**config.mk**
```make
export PLATFORM = sky130hd
export DESIGN_NAME = mem_port_arbiter_flat
export DESIGN_NICKNAME = d
export VERILOG_FILES = /design/src/rtl/mem_port_arbiter_if.sv /design/src/rtl/mem_port_arbiter.sv /design/src/flat_wrapper.sv
export SDC_FILE = /design/constraint.sdc
export NUM_CORES = 1
export LEC_CHECK = 0
export BUFFER_PORTS_ARGS = -buffer_cell sky130_fd_sc_hd__buf_2
export CAP_MARGIN = 30
export CORE_ASPECT_RATIO = 2
export CORE_MARGIN = 5
export CORE_UTILIZATION = 30
export DETAILED_ROUTE_END_ITERATION = 10
export PLACE_DENSITY = 0.69
export SLEW_MARGIN = 30
export SYNTH_ARGS = -nofsm -noshare
export SYNTH_HDL_FRONTEND = slang
export SYNTH_SLANG_ARGS = --single-unit
```
**constraint.sdc**
```tcl
create_clock -name clk -period 1.4 [get_ports clk]
set_input_delay 0.07 -clock clk [delete_from_list [all_inputs] [get_ports clk]]
set_output_delay 0.07 -clock clk [all_outputs]
set_load 0.005 [all_outputs]
```
**src/rtl/mem_port_arbiter_if.sv**
```systemverilog
// mem_port_arbiter_if: requester handshakes plus memory port B bundle.
// slave = arbiter side, master = requesters/memory side.
interface mem_port_arbiter_if #(
  parameter int ADDR_W = 15,
  parameter int DATA_W = 16
);
  logic              r0_req,    r1_req;
  logic [ADDR_W-1:0] r0_addr,   r1_addr;
  logic              r0_we,     r1_we;
  logic [DATA_W-1:0] r0_wdata,  r1_wdata;
  logic              r0_gnt,    r1_gnt;
  logic              r0_rvalid, r1_rvalid;
  logic [DATA_W-1:0] r0_rdata,  r1_rdata;
  logic [ADDR_W-1:0] mem_addr;
  logic [DATA_W-1:0] mem_din;
  logic              mem_we;
  logic [DATA_W-1:0] mem_dout;

  modport slave (
    input  r0_req, r1_req, r0_addr, r1_addr, r0_we, r1_we, r0_wdata, r1_wdata,
    output r0_gnt, r1_gnt, r0_rvalid, r1_rvalid, r0_rdata, r1_rdata,
    output mem_addr, mem_din, mem_we,
    input  mem_dout
  );

  modport master (
    output r0_req, r1_req, r0_addr, r1_addr, r0_we, r1_we, r0_wdata, r1_wdata,
    input  r0_gnt, r1_gnt, r0_rvalid, r1_rvalid, r0_rdata, r1_rdata,
    input  mem_addr, mem_din, mem_we,
    output mem_dout
  );
endinterface

```
**src/rtl/mem_port_arbiter.sv**
```systemverilog
// mem_port_arbiter: shares memory port B between two single-word requesters.
// Issue stage (vld_pipe[0]) drives the memory port from flops; return stage
// (vld_pipe[1]) flags the read data that appears one cycle later.
// Optional macro MEM_ARB_RR_EN: round-robin tie-break instead of fixed
// priority to requester 0.
module mem_port_arbiter #(
  parameter int ADDR_W = 15,
  parameter int DATA_W = 16
) (
  input  logic               clk,
  input  logic               reset,
  mem_port_arbiter_if.slave  bus
);
  localparam int NREQ = 2;

  typedef struct packed {
    logic [ADDR_W-1:0] addr;
    logic              we;
    logic [DATA_W-1:0] wdata;
  } req_t;

  logic [NREQ-1:0] req;
  req_t [NREQ-1:0] req_pl;
  logic [NREQ-1:0] gnt;
  logic [NREQ-1:0] elig;
  logic            win;

  // [0] issue valid, [1] read-return valid; owner bit travels alongside
  logic [1:0]        vld_pipe_q, vld_pipe_d;
  logic [1:0]        own_pipe_q, own_pipe_d;
  logic [ADDR_W-1:0] addr_q, addr_d;
  logic [DATA_W-1:0] din_q, din_d;
  logic              we_q, we_d;
`ifdef MEM_ARB_RR_EN
  logic              last_q, last_d;
`endif

  assign req = {bus.r1_req, bus.r0_req};
  assign req_pl[0].addr  = bus.r0_addr;
  assign req_pl[0].we    = bus.r0_we;
  assign req_pl[0].wdata = bus.r0_wdata;
  assign req_pl[1].addr  = bus.r1_addr;
  assign req_pl[1].we    = bus.r1_we;
  assign req_pl[1].wdata = bus.r1_wdata;

  // grants are decoded straight from the issue stage so they are glitch-free
  assign gnt[0] = vld_pipe_q[0] & ~own_pipe_q[0];
  assign gnt[1] = vld_pipe_q[0] &  own_pipe_q[0];

  assign bus.r0_gnt    = gnt[0];
  assign bus.r1_gnt    = gnt[1];
  assign bus.r0_rvalid = vld_pipe_q[1] & ~own_pipe_q[1];
  assign bus.r1_rvalid = vld_pipe_q[1] &  own_pipe_q[1];
  assign bus.r0_rdata  = bus.mem_dout;
  assign bus.r1_rdata  = bus.mem_dout;
  assign bus.mem_addr  = addr_q;
  assign bus.mem_din   = din_q;
  assign bus.mem_we    = we_q;

  // pick a winner among requesters not already granted this cycle
  always_comb begin
    elig = req & ~gnt;
    win  = 1'b0;
    unique case (elig)
      2'b01:   win = 1'b0;
      2'b10:   win = 1'b1;
`ifdef MEM_ARB_RR_EN
      2'b11:   win = ~last_q;
`else
      2'b11:   win = 1'b0;
`endif
      default: win = 1'b0;
    endcase
  end

  // next state for issue/return stages; port addr/data hold when idle
  always_comb begin
    vld_pipe_d[0] = |elig;
    own_pipe_d[0] = win;
    vld_pipe_d[1] = vld_pipe_q[0] & ~we_q;
    own_pipe_d[1] = own_pipe_q[0];
    addr_d        = addr_q;
    din_d         = din_q;
    we_d          = 1'b0;
    if (|elig) begin
      addr_d = req_pl[win].addr;
      din_d  = req_pl[win].wdata;
      we_d   = req_pl[win].we;
    end
  end

`ifdef MEM_ARB_RR_EN
  // remember the most recent winner for the next tie
  always_comb begin
    last_d = last_q;
    if (|elig) last_d = win;
  end

  // round-robin pointer; reset favors requester 0 on the first tie
  always_ff @(posedge clk or negedge reset) begin
    if (!reset) last_q <= 1'b1;
    else        last_q <= last_d;
  end
`endif

  // pipeline and port registers; reset aborts anything in flight
  always_ff @(posedge clk or negedge reset) begin
    if (!reset) begin
      vld_pipe_q <= '0;
      own_pipe_q <= '0;
      addr_q     <= '0;
      din_q      <= '0;
      we_q       <= 1'b0;
    end else begin
      vld_pipe_q <= vld_pipe_d;
      own_pipe_q <= own_pipe_d;
      addr_q     <= addr_d;
      din_q      <= din_d;
      we_q       <= we_d;
    end
  end
endmodule

```
**src/flat_wrapper.sv**
```systemverilog
// flat-port wrapper written by rule: the top's interface ports become plain ports
module mem_port_arbiter_flat 
#(
  parameter int ADDR_W = 15,
  parameter int DATA_W = 16
)
  (clk, reset, bus_r0_req, bus_r1_req, bus_r0_addr, bus_r1_addr, bus_r0_we, bus_r1_we, bus_r0_wdata, bus_r1_wdata, bus_r0_gnt, bus_r1_gnt, bus_r0_rvalid, bus_r1_rvalid, bus_r0_rdata, bus_r1_rdata, bus_mem_addr, bus_mem_din, bus_mem_we, bus_mem_dout);
  mem_port_arbiter_if #(.ADDR_W(ADDR_W), .DATA_W(DATA_W)) bus_i ();
  input  logic clk;
  input  logic reset;
  input wire logic [$bits(bus_i.r0_req)-1:0] bus_r0_req;
  input wire logic [$bits(bus_i.r1_req)-1:0] bus_r1_req;
  input wire logic [$bits(bus_i.r0_addr)-1:0] bus_r0_addr;
  input wire logic [$bits(bus_i.r1_addr)-1:0] bus_r1_addr;
  input wire logic [$bits(bus_i.r0_we)-1:0] bus_r0_we;
  input wire logic [$bits(bus_i.r1_we)-1:0] bus_r1_we;
  input wire logic [$bits(bus_i.r0_wdata)-1:0] bus_r0_wdata;
  input wire logic [$bits(bus_i.r1_wdata)-1:0] bus_r1_wdata;
  output wire logic [$bits(bus_i.r0_gnt)-1:0] bus_r0_gnt;
  output wire logic [$bits(bus_i.r1_gnt)-1:0] bus_r1_gnt;
  output wire logic [$bits(bus_i.r0_rvalid)-1:0] bus_r0_rvalid;
  output wire logic [$bits(bus_i.r1_rvalid)-1:0] bus_r1_rvalid;
  output wire logic [$bits(bus_i.r0_rdata)-1:0] bus_r0_rdata;
  output wire logic [$bits(bus_i.r1_rdata)-1:0] bus_r1_rdata;
  output wire logic [$bits(bus_i.mem_addr)-1:0] bus_mem_addr;
  output wire logic [$bits(bus_i.mem_din)-1:0] bus_mem_din;
  output wire logic [$bits(bus_i.mem_we)-1:0] bus_mem_we;
  input wire logic [$bits(bus_i.mem_dout)-1:0] bus_mem_dout;
  assign bus_i.r0_req = bus_r0_req;
  assign bus_i.r1_req = bus_r1_req;
  assign bus_i.r0_addr = bus_r0_addr;
  assign bus_i.r1_addr = bus_r1_addr;
  assign bus_i.r0_we = bus_r0_we;
  assign bus_i.r1_we = bus_r1_we;
  assign bus_i.r0_wdata = bus_r0_wdata;
  assign bus_i.r1_wdata = bus_r1_wdata;
  assign bus_r0_gnt = bus_i.r0_gnt;
  assign bus_r1_gnt = bus_i.r1_gnt;
  assign bus_r0_rvalid = bus_i.r0_rvalid;
  assign bus_r1_rvalid = bus_i.r1_rvalid;
  assign bus_r0_rdata = bus_i.r0_rdata;
  assign bus_r1_rdata = bus_i.r1_rdata;
  assign bus_mem_addr = bus_i.mem_addr;
  assign bus_mem_din = bus_i.mem_din;
  assign bus_mem_we = bus_i.mem_we;
  assign bus_i.mem_dout = bus_mem_dout;
  mem_port_arbiter #(.ADDR_W(ADDR_W), .DATA_W(DATA_W)) u_core (.clk(clk), .reset(reset), .bus(bus_i));
endmodule
```
==> results.cfg <==
[run_status]
run_status = complete, but fails checks
violations = setup timing

[sta]
max_slew.worst_pin.slew_ns = 0.472
max_freq_mhz = 707
grt_setup_unrepaired = true
finClkSkew_ns = 0.00238
timing.final.crit_period_ns = 1.41
timing.slew.headroom_pct = 68.5
setup_viol = 1
post-route-period-util_pct = 101
timing_hold_violations_final = 0
postLayoutSetupSlackWorst_ns = -0.0138
report.final.slew_viol_count = 0

[cts]
clock_latency_ns = 0.27
number_of_levels_the_h_tree_was_split_into = 2
cts_num_sinks = 36
clkTransAtPathRegs_ns = 0.05
cts_buffers = 5
cts-root-buf = sky130_fd_sc_hd__clkbuf_16
cts_max_path_buffers = 2
cts_tree = done

[finish]
combined_area_of_the_multi_input_logic_cells_um2 = 420
num-fill-cells = 604
post-route-util_pct = 40.5
final_design_area_no_fill_mm2 = 0.00229
antenna-diode-count = 0
post_route_cells_drive_above_1_share_pct = 51.2
final-instance-count-excl-fill = 301
seqCellArea_um2 = 901
final_nets = 324
syn_to_final_growth_pct = 31.7

[yosys]
ys_seq_elements = 36
synth_cells = 160
synth.net_count = 244
synth.distinct_cells = 19
netlist_area_mm2 = 0.00174
syn_area_per_cell_um2 = 10.9
ys_warn_count = 0
synth_sequential_area_ratio_pct = 51.8

[detailed_routing]
drt_drc_violations_left = 0
wl_per_cell_um = 15.7
first_pass_iters = 7
route.final.wire_length_um = 4730
vias_per_cell = 4.93
antenna_nets_post_route = 0
route.vias.total = 1483
drt-initial-drc-count = 108

[power]
p_leak_nw = 1.29
max-vdd-ir-drop_v = 0.000776
pwr_density_cell_mw_per_mm2 = 1360

[setup_path]
critical-path-top-delay-family = flip-flops
cp.buffers_inverters = 3
crit_path_start_kind = flip-flop
critical_path_cell_with_the_highest_stage_delay = sky130_fd_sc_hd__dfrtp_1
crit_path_max_incr_delay_ns = 0.42
timing.critical_path.cells = mux2i_1, nand2_2, inv_2, buf_12, a222oi_1, inv_1
timing.setup.critical_path_class = reg -> reg
crit_path_end_kind = flip-flop
worst_ep_required_time_ns = 1.55
crit_path_max_fanout = 24
crit_arrival_ns = 1.56

[floorplan]
core_mm2 = 0.00566
io-pin-count = 152
die_area_mm2 = 0.00751
die_w_um = 63.8
initial_utilization_pct = 30.7
floorplan.die.height_um = 118
fp-row-count = 39

[placed_design]
post-place-cells = 292
pre_cts_ws_ns = -0.0130
port-buffer-count = 103
placed_cell_area_mm2 = 0.00214
routability_driven_placement_congestion_ratio = 0.742
post_detailed_placement_half_perimeter_wirelength_um = 3600

[global_routing]
grt_max_degree = 37
globalRoute.totalOverflow = 0
number_of_global_route_vias_before_repair = 1568
global_route_wire_length_before_repair_um = 7490
grt_antenna_before_repair = 0
globalRouteTotalUtil_pct = 12.4

[hold_path]
hp-class = in -> reg

[flow_run]
timing.max_cap.violations = 0
-- cells in the mapped netlist (all sizes together) --
library cell	number	area, µm²
buf	41	304
dfrtp	36	901
inv	30	113
a222oi	27	270
nand2	6	25.0
o21ai	4	20.0
o22ai	4	25.0
and2	3	18.8
mux2i	2	20.0
nor2b	2	12.5
a21o	1	7.51
a22o	1	8.76
clkbuf	1	3.75
nand2b	1	6.26
nor2	1	3.75
-- worst register-to-register path, delay by kind of cell (launching register included) --
family,cells,cell delay [ns]
compound gates,1,0.37
flops,1,0.42
simple gates,1,0.08
mux,1,0.15
buf+inv,3,0.28
-- kinds of logic after synthesis --
group / Yosys count / synth area share (%)
buffers and inverters: 72 / 24.2
multiplexers: 2 / 1.15
flip-flops: 36 / 51.8
AO/OA/AOI/OAI: 37 / 19.1
AND/OR/NAND/NOR: 13 / 3.81
-- what timing repair did --
| item | in CTS | in global routing |
|---|---|---|
| endpoints found under the hold margin | 36 | 0 |
| pin swaps | 1 | 12 |
| endpoints found under the setup margin | 1 | 27 |
| setup buffers | 1 | 0 |
| hold buffers | 1 | 0 |
| resized for setup | 1 | 0 |
-- state kept, by name (all words and copies together), names as in the netlist --
| signal | flops |
|---|---|
| u_core.vld_pipe_q | 2 |
| u_core.bus.mem_we | 1 |
| u_core.bus.mem_addr | 15 |
| u_core.bus.mem_din | 16 |
| u_core.own_pipe_q | 2 |
-- layout by cell type (no fill, tap or decap) --
| master | count |
|---|---|
| sky130_fd_sc_hd__a21o_1 | 1 |
| sky130_fd_sc_hd__a222oi_1 | 27 |
| sky130_fd_sc_hd__a22o_1 | 1 |
| sky130_fd_sc_hd__and2_1 | 2 |
| sky130_fd_sc_hd__and2_4 | 1 |
| sky130_fd_sc_hd__buf_12 | 3 |
| sky130_fd_sc_hd__buf_2 | 103 |
| sky130_fd_sc_hd__buf_4 | 8 |
| sky130_fd_sc_hd__clkbuf_1 | 1 |
| sky130_fd_sc_hd__clkbuf_16 | 5 |
| sky130_fd_sc_hd__clkinv_2 | 1 |
| sky130_fd_sc_hd__dfrtp_1 | 36 |
| sky130_fd_sc_hd__dlygate4sd3_1 | 1 |
| sky130_fd_sc_hd__inv_1 | 29 |
| sky130_fd_sc_hd__inv_2 | 1 |
| sky130_fd_sc_hd__mux2i_1 | 2 |
| sky130_fd_sc_hd__nand2_1 | 5 |
| sky130_fd_sc_hd__nand2_2 | 1 |
| sky130_fd_sc_hd__nand2b_1 | 1 |
| sky130_fd_sc_hd__nor2_1 | 1 |
| sky130_fd_sc_hd__nor2b_1 | 2 |
| sky130_fd_sc_hd__o21ai_0 | 4 |
| sky130_fd_sc_hd__o22ai_1 | 4 |
-- report_power, final --
group	switching [W]	internal (W)
clock	0.000388	0.000646
sequential	0.000105	0.00123
combinational	0.000344	0.000404
-- final cells by class --
type	count	share of cell area (%)
clock buffer	6	5.63
clock inverter	1	0.219
inverter	30	4.92
multi-input combinational	52	18.4
sequential	36	39.3
tap	61	3.33
timing repair buffer	115	28.2
-- metal layers --
metal  track usage, %  vias up  wire, µm
li1                 -      697         -
met1             12.8      726      1600
met2             22.9       49      2760
met3             2.01       11       286
met4             6.50        0        87
met5                0        -         0
-- final timing paths --
| kind | slack [ns] | cells after the start | endpoint | start |
|---|---|---|---|---|
| max | -0.01 | 6 | u_core.bus.mem_din[9]$_DFFE_PN0P_ | u_core.vld_pipe_q[0]$_DFF_PN0_ |
| min | 0.008 | 3 | u_core.bus.mem_addr[7]$_DFFE_PN0P_ | bus_r0_addr[7] |
| max reg2reg | -0.01 | 6 | u_core.bus.mem_din[9]$_DFFE_PN0P_ | u_core.vld_pipe_q[0]$_DFF_PN0_ |
| min reg2reg | 0.44 | 1 | u_core.vld_pipe_q[1]$_DFF_PN0_ | u_core.bus.mem_we$_DFF_PN0_ |
| max in group asynchronous | 0.69 | 3 | u_core.bus.mem_addr[2]$_DFFE_PN0P_ | reset |
| min in group asynchronous | 0.37 | 3 | u_core.bus.mem_din[11]$_DFFE_PN0P_ | reset |
-- metrics by stage --
stage                     hold WS, ns  TNS [ns]  total power (W)
after CTS                     0.00230   -0.0188          0.00318
after floorplan                -0.226         0          0.00177
after global placement          0.140         0          0.00209
after detailed placement        0.140   -0.0130          0.00211
final                         0.00838   -0.0138          0.00312
after global routing          0.00719     -1.47          0.00330
Power figures use the tool's default switching activity.
